File: src/rtl/reg_context_sequencer.sv
// Register-bank context sequencer: streams regs FIRST_REG..LAST_REG
// to data memory (save) or back from it (restore) while the CPU stalls.
module reg_context_sequencer #(
  parameter int unsigned FIRST_REG = 1,
  parameter int unsigned LAST_REG  = 31,
  parameter int unsigned ADDR_STEP = 1
) (
  input  logic        clock,
  input  logic        reset,
  input  logic        start_save,
  input  logic        start_restore,
  input  logic [31:0] base_addr,
  output logic        busy,
  output logic        done,
  output logic [4:0]  reg_rs_addr,
  input  logic [31:0] reg_rs_data,
  output logic [4:0]  reg_rd_addr,
  output logic        reg_write,
  output logic [31:0] reg_wdata,
  output logic [31:0] mem_addr,
  output logic [31:0] mem_wdata,
  output logic        mem_we,
  output logic        mem_re,
  input  logic [31:0] mem_rdata,
  input  logic        mem_ready
);

  localparam logic [2:0] S_IDLE   = 3'd0;
  localparam logic [2:0] S_SAVE   = 3'd1;
  localparam logic [2:0] S_RLOAD  = 3'd2;
  localparam logic [2:0] S_RWRITE = 3'd3;
  localparam logic [2:0] S_DONE   = 3'd4;

  localparam logic [4:0] LP_FIRST = 5'(FIRST_REG);
  localparam logic [4:0] LP_LAST  = 5'(LAST_REG);

  logic [2:0]  r_state;
  logic [4:0]  r_idx;
  logic [31:0] r_base;
  logic [31:0] r_data;

  logic        w_last;
  logic        w_save;
  logic        w_rload;
  logic        w_rwrite;
  logic [31:0] w_off;

  assign w_last   = (r_idx == LP_LAST);
  assign w_save   = (r_state == S_SAVE);
  assign w_rload  = (r_state == S_RLOAD);
  assign w_rwrite = (r_state == S_RWRITE);
  assign w_off    = 32'(r_idx - LP_FIRST) * 32'(ADDR_STEP);

  always_ff @(posedge clock or posedge reset) begin
    if (reset) begin
      r_state <= S_IDLE;
      r_idx   <= LP_FIRST;
      r_base  <= '0;
      r_data  <= '0;
    end else begin
      unique case (r_state)
        S_IDLE: begin
          if (start_save) begin
            r_base  <= base_addr;
            r_idx   <= LP_FIRST;
            r_state <= S_SAVE;
          end else if (start_restore) begin
            r_base  <= base_addr;
            r_idx   <= LP_FIRST;
            r_state <= S_RLOAD;
          end
        end
        S_SAVE: begin
          if (mem_ready) begin
            if (w_last) r_state <= S_DONE;
            else        r_idx   <= r_idx + 5'd1;
          end
        end
        S_RLOAD: begin
          if (mem_ready) begin
            r_data  <= mem_rdata;
            r_state <= S_RWRITE;
          end
        end
        S_RWRITE: begin
          if (w_last) begin
            r_state <= S_DONE;
          end else begin
            r_idx   <= r_idx + 5'd1;
            r_state <= S_RLOAD;
          end
        end
        S_DONE:  r_state <= S_IDLE;
        default: r_state <= S_IDLE;
      endcase
    end
  end

  // Outputs decode from state only, so reset clears them at once
  assign busy        = (r_state != S_IDLE);
  assign done        = (r_state == S_DONE);
  assign mem_we      = w_save;
  assign mem_re      = w_rload;
  assign reg_write   = w_rwrite;
  assign reg_rs_addr = w_save ? r_idx : 5'd0;
  assign reg_rd_addr = w_rwrite ? r_idx : 5'd0;
  assign reg_wdata   = w_rwrite ? r_data : 32'd0;
  assign mem_wdata   = w_save ? reg_rs_data : 32'd0;
  assign mem_addr    = (w_save | w_rload) ? (r_base + w_off) : 32'd0;

endmodule

File: config.mk
export PLATFORM = sky130hd
export DESIGN_NAME = reg_context_sequencer
export DESIGN_NICKNAME = d
export VERILOG_FILES = /design/src/rtl/reg_context_sequencer.sv
export SDC_FILE = /design/constraint.sdc
export NUM_CORES = 1
export LEC_CHECK = 0
export CAP_MARGIN = 40
export CORE_MARGIN = 2
export CORE_UTILIZATION = 49
export CTS_BUF_LIST = sky130_fd_sc_hd__clkbuf_16
export DETAILED_ROUTE_END_ITERATION = 10
export GPL_ROUTABILITY_DRIVEN = 0
export GPL_TIMING_DRIVEN = 0
export PLACE_DENSITY = 0.88
export RECOVER_POWER = 100
export REMOVE_ABC_BUFFERS = 1
export SETUP_SLACK_MARGIN = 0.1
export SYNTH_ARGS = -nofsm -noshare
export SYNTH_HDL_FRONTEND = slang
export SYNTH_SLANG_ARGS = --single-unit
File: constraint.sdc
create_clock -name clock -period 14.3 [get_ports clock]
set_input_delay 2.86 -clock clock [delete_from_list [all_inputs] [get_ports clock]]
set_output_delay 2.86 -clock clock [all_outputs]
set_load 0.05 [all_outputs]
## After elaboration in Yosys (flattened, before gate mapping)

Index checks and enable logic that the tools add are counted.

| storage, ports and cells | value |
|---|---|
| output and inout bits | 111 |
| logic and storage cells | 44 |
| register bits after elaboration | 72 |
| input port bits | 101 |

| operators by class | value |
|---|---|
| add/subtract/negate cells | 3 |
| muxes and demuxes | 19 |
| bitwise logic cells | 1 |
| eq/ne operators | 9 |
| reduce and logical (&&, ||, !) cells | 8 |

Operators by type and width:

| operator | count |
|---|---|
| $mux W32 | 5 |
| $add A32 B32 Y32 | 1 |
| $mux W5 | 6 |
| $mux W3 | 6 |
| $pmux W5 S3 | 1 |
| $pmux W3 S4 | 1 |
| $eq A3 B2 Y1 const B | 2 |
| $ne A2 B2 Y1 const B | 3 |
| $reduce_bool A3 Y1 | 2 |
| $sub A5 B1 Y6 const B | 1 |
| $add A5 B1 Y5 const B | 1 |
| $eq A5 B5 Y1 const B | 1 |
| $reduce_and A2 Y1 | 2 |
| $reduce_and A4 Y1 | 1 |
| $eq A3 B1 Y1 const B | 1 |
| $eq A3 B3 Y1 const B | 1 |
| $logic_not A3 Y1 | 1 |
| $ne A3 B3 Y1 const B | 1 |
| $reduce_and A3 Y1 | 1 |
| $reduce_bool A2 Y1 | 1 |
| $or A1 B1 Y1 | 1 |

## Logic depth before layout (Yosys ltp)

| depth | value |
|---|---|
| word-level depth | 4 |
| depth in mapped cells | 11 |
| gate-level depth less buffers | 11 |

## Worst setup path before layout

Ideal clock, no wire load.

| timing path | value |
|---|---|
| path kind | reg-to-output |
| start | register r_idx[2] |
| end | output port mem_addr[24] |
| slack | 6217 ps |
| stages on the path, launching flop included | 12 |
| arrival time | 5223 ps |
| data required time | 11440 ps |
| path buffers | 2 |
| cells stage by stage | dfrtp_1 -> clkbuf_1 -> nor3_1 -> nor3b_1 -> ha_1 -> buf_2 -> a21oi_1 -> o21a_1 -> o221ai_2 -> a311o_1 -> o21a_1 -> nor3_1 |

| between the ends | value |
|---|---|
| longest elaborated chain between the ends | 3 |

Ends and longest elaborated chain:

| element | line | text |
|---|---|---|
| start, declared | 38 | `logic [4:0] r_idx;` |
| start signal, assigned | 76 | `else r_idx <= r_idx + 5'd1;` |
| start signal, assigned | 89 | `r_idx <= r_idx + 5'd1;` |
| $sub A5 B1 Y6 | 52 | `assign w_off = 32'(r_idx - LP_FIRST) * 32'(ADDR_STEP);` |
| $add A32 B32 Y32 | 109 | `assign mem_addr = (w_save \| w_rload) ? (r_base + w_off) : 32'd0;` |
| $mux W32 | 109 |  |
| end, declared | 20 | `output logic [31:0] mem_addr,` |

Every way passes these cells.

## Worst setup path in the final report

| timing path | value |
|---|---|
| start | register r_idx[2] |
| end | output port mem_addr[17] |

Same word-level chain as after synthesis.

==> results.md <==
- Post-synth EDFFs: 0
- R2r startpoint: r_state[1]$_DFFE_PP0P_
- Largest net degree at the start of global routing: 41
- Worst min path class: register to register
- Die Width: 110 µm
- CTS Buf Count: 9
- DIE HEIGHT: 110 µm
- CTS tree: built
- Xor and xnor area share after synthesis: 3.00%
- CTS max path bufs: 2
- Most common cell after layout, fill and taps aside: dlygate4sd3_1
- Commonest cells after routing, fill and taps aside: 113 x dlygate4sd3_1, 98 x clkdlybuf4s50_1, 71 x dfrtp_1, 62 x mux2_2, 43 x and3_1
- Initial core utilization: 50.7%
- Failing checks: capacitance limit, slew limit
- Post-CTS Setup Bufs: 0
- Row cnt: 38
- Diode count: 0
- Hold Fails Final Rpt: 0
- Worst hold slack: 0.495 ns
- Multi-input gate area: 3510 µm²
- Outcome: complete, but fails checks
- Nature of the critical path endpoint: output pin
- Min Tclk post-route: 7.34 ns
- Hold path depth: 1
- Drt pass-1 iters: 5
- Post-CTS sizing: 0
- Global-route wire length before repair: 27100 µm
- DR iter-0 viols: 289
- Post-synthesis mux area share: 13.0%
- Fill cell count: 776
- Startpoint Class: register
- Netlist cell types: 63
- Clock Pin Slew Worst Setup and Hold Paths: 0.06 ns
- Register area: 1800 µm²
- FF-to-FF path depth: 5
- Synthesized area per cell: 9.11 µm²
- Max_cap viols: 1
- Hold bufs inserted after CTS: 0
- Synth Area in Simple Gates: 22.2%
- Initial antenna violation count: 0
- Vias in the first global route: 5423
- CP arrival: 4.48 ns
- Clock tree root buffer cell: clkbuf_16
- Largest family of logic cells by synthesized area: simple AND/OR/NAND/NOR gates
- Hpwl dp: 13200 µm
- Top-Level Pins: 212
- Synth Area in Compound Gates: 16.9%
- CTS H-tree lvls: 3
- Register-to-register path setup slack: 10.66 ns
- WL/cell: 18.1 µm
- Slew @ Worst Pin: 2.23 ns
- Synth-to-layout area growth: 45.2%
- Final setup vio count: 0
- Most used DFF post-synth: dfrtp_1
- Layout cells sized above 1: 12.4%
- DR DRC count: 0
- Unrepaired setup endpoints after global routing: false
- Vias post-DR: 5485
- YS warnings: 0
- Setup Skew: 0.00507 ns
- Die ar.: 12200 µm²
- Antenna Nets Post-Route: 0
- CP Data Required Time: 11.44 ns
- Synth top area cells: dfrtp_1 32%, mux2_2 13%, ha_1 7.9%
- Post-synthesis async set-or-reset flop share: 100%
- Final non-filler cell total: 945
- Placeable Area: 10900 µm²
- Congestion Overflow GR: 0
- Number of vias per cell: 5.80
- Netlist Area Pre-Place: 5540 µm²
- Register area share after synthesis: 32.6%
- Biggest area consumer among synthesized cells: dfrtp_1
- Max-Slew Margin vs Limit: -48.9%
- Post-route setup TNS: 0 ns
- Adder-Cell Fraction of Synth Area: 8.27%
- Worst-path fanout max: 14
- Yosys top cell area share: 32.1%
- HP Start: r_data[24]$_DFFE_PP0P_
- Max Clock Freq: 136 MHz
- # clock sinks: 72
- Seq cells post-synth: 72
- Worst Hold Endpoint: r_data[24]$_DFFE_PP0P_
- Final Net Count: 937
- Drt total wl: 17100 µm
- Cells after Synth: 608
- Post-route clock period utilization: 51.3%
- Max Slew Vio Count: 41
- Clock insertion delay at the later pin of the skew report: 0.35 ns
- End of the worst register-to-register path: r_base[2]$_DFFE_PP0P_
- I/O Buffers: 211
- Gr usage total: 28.8%
- Kind of critical path: register to output pin
- Placed Cells incl. Taps: 929
## sequential cells by signal, indices dropped and copies added, names as in the netlist
register,flops
r_data,32
r_state,3
r_idx,5
r_base,32
## stage by stage
step / utilization, % / worst slack [ns] / cell area [µm²]
2_1_floorplan: - / 6.32 / 5370
3_3_place_gp: 70.0 / 5.05 / 7650
3_5_place_dp: 71.5 / 7.18 / 7820
4_1_cts: 74.2 / 7.08 / 8110
5_1_grt: 73.6 / 6.74 / 8040
6_report: 73.6 / 6.96 / 8040
## layer usage
layer	vias up	track usage, %	share of wire [%]
li1	2594	-	-
met1	2629	33.4	40
met2	233	50.4	50
met3	29	9.82	8.0
met4	0	7.95	1.9
met5	-	0	0
## logic make-up after synthesis
family,after synthesis
adders and majority gates,36
buffers and inverters,52
xor gates and xnor gates,19
DFF,72
and+or+nand+nor,229
AOI/OAI and AO/OA,136
muxes,64
## synthesized netlist by cell type (3+ instances only)
cell      count
a211oi_1      5
a21o_1        9
a21oi_1      38
a31oi_1       3
and2_1       41
and3_1       43
buf_2        21
clkbuf_1     17
dfrtp_1      71
ha_1         35
inv_1        13
mux2_2       62
nand2_1      34
nand2b_1      3
nand3_1      10
nand4_1      11
nor2_1       38
nor3_1       25
nor3b_1       8
nor4_1        4
o21a_1       12
o21ai_0      25
o21ai_1       6
o21bai_1      6
or2_1         3
xnor2_1       9
xor2_1       10
## area by class of cell
class,count,share of cell area (%)
multi-input combinational,484,43.6
timing repair buffer,220,27.5
sequential,72,22.4
clock inverter,7,0.855
tap,140,2.18
inverter,13,0.622
clock buffer,9,2.80
## worst max path at each step
stage               slack [ns]             to                 start  cells after the start
finish                    6.96   mem_addr[17]  r_idx[2]$_DFFE_PP0P_                     11
global route              6.74   mem_addr[17]  r_idx[2]$_DFFE_PP0P_                     11
CTS                       7.08   mem_addr[17]  r_idx[2]$_DFFE_PP0P_                     11
detailed placement        7.18  mem_wdata[18]       reg_rs_data[18]                      3
global placement          5.05   mem_addr[17]  r_idx[2]$_DFFE_PP0P_                     10
floorplan                 6.32   mem_addr[27]  r_idx[1]$_DFFE_PP0P_                      9
## critical path, cell delays in order (launching register included)
cell	delay (ns)
dfrtp_1	0.47
nor3_1	0.26
nor3b_2	0.34
buf_4	0.28
ha_1	0.35
a21oi_1	0.30
o21ai_1	0.16
a211oi_1	0.47
nor3_1	0.19
o21ai_1	0.16
nor3b_1	0.23
dlygate4sd3_1	0.92
Power is left out: the tool's default activity adds up to more than one toggle a clock period on the data nets, which glitch-free logic cannot reach.
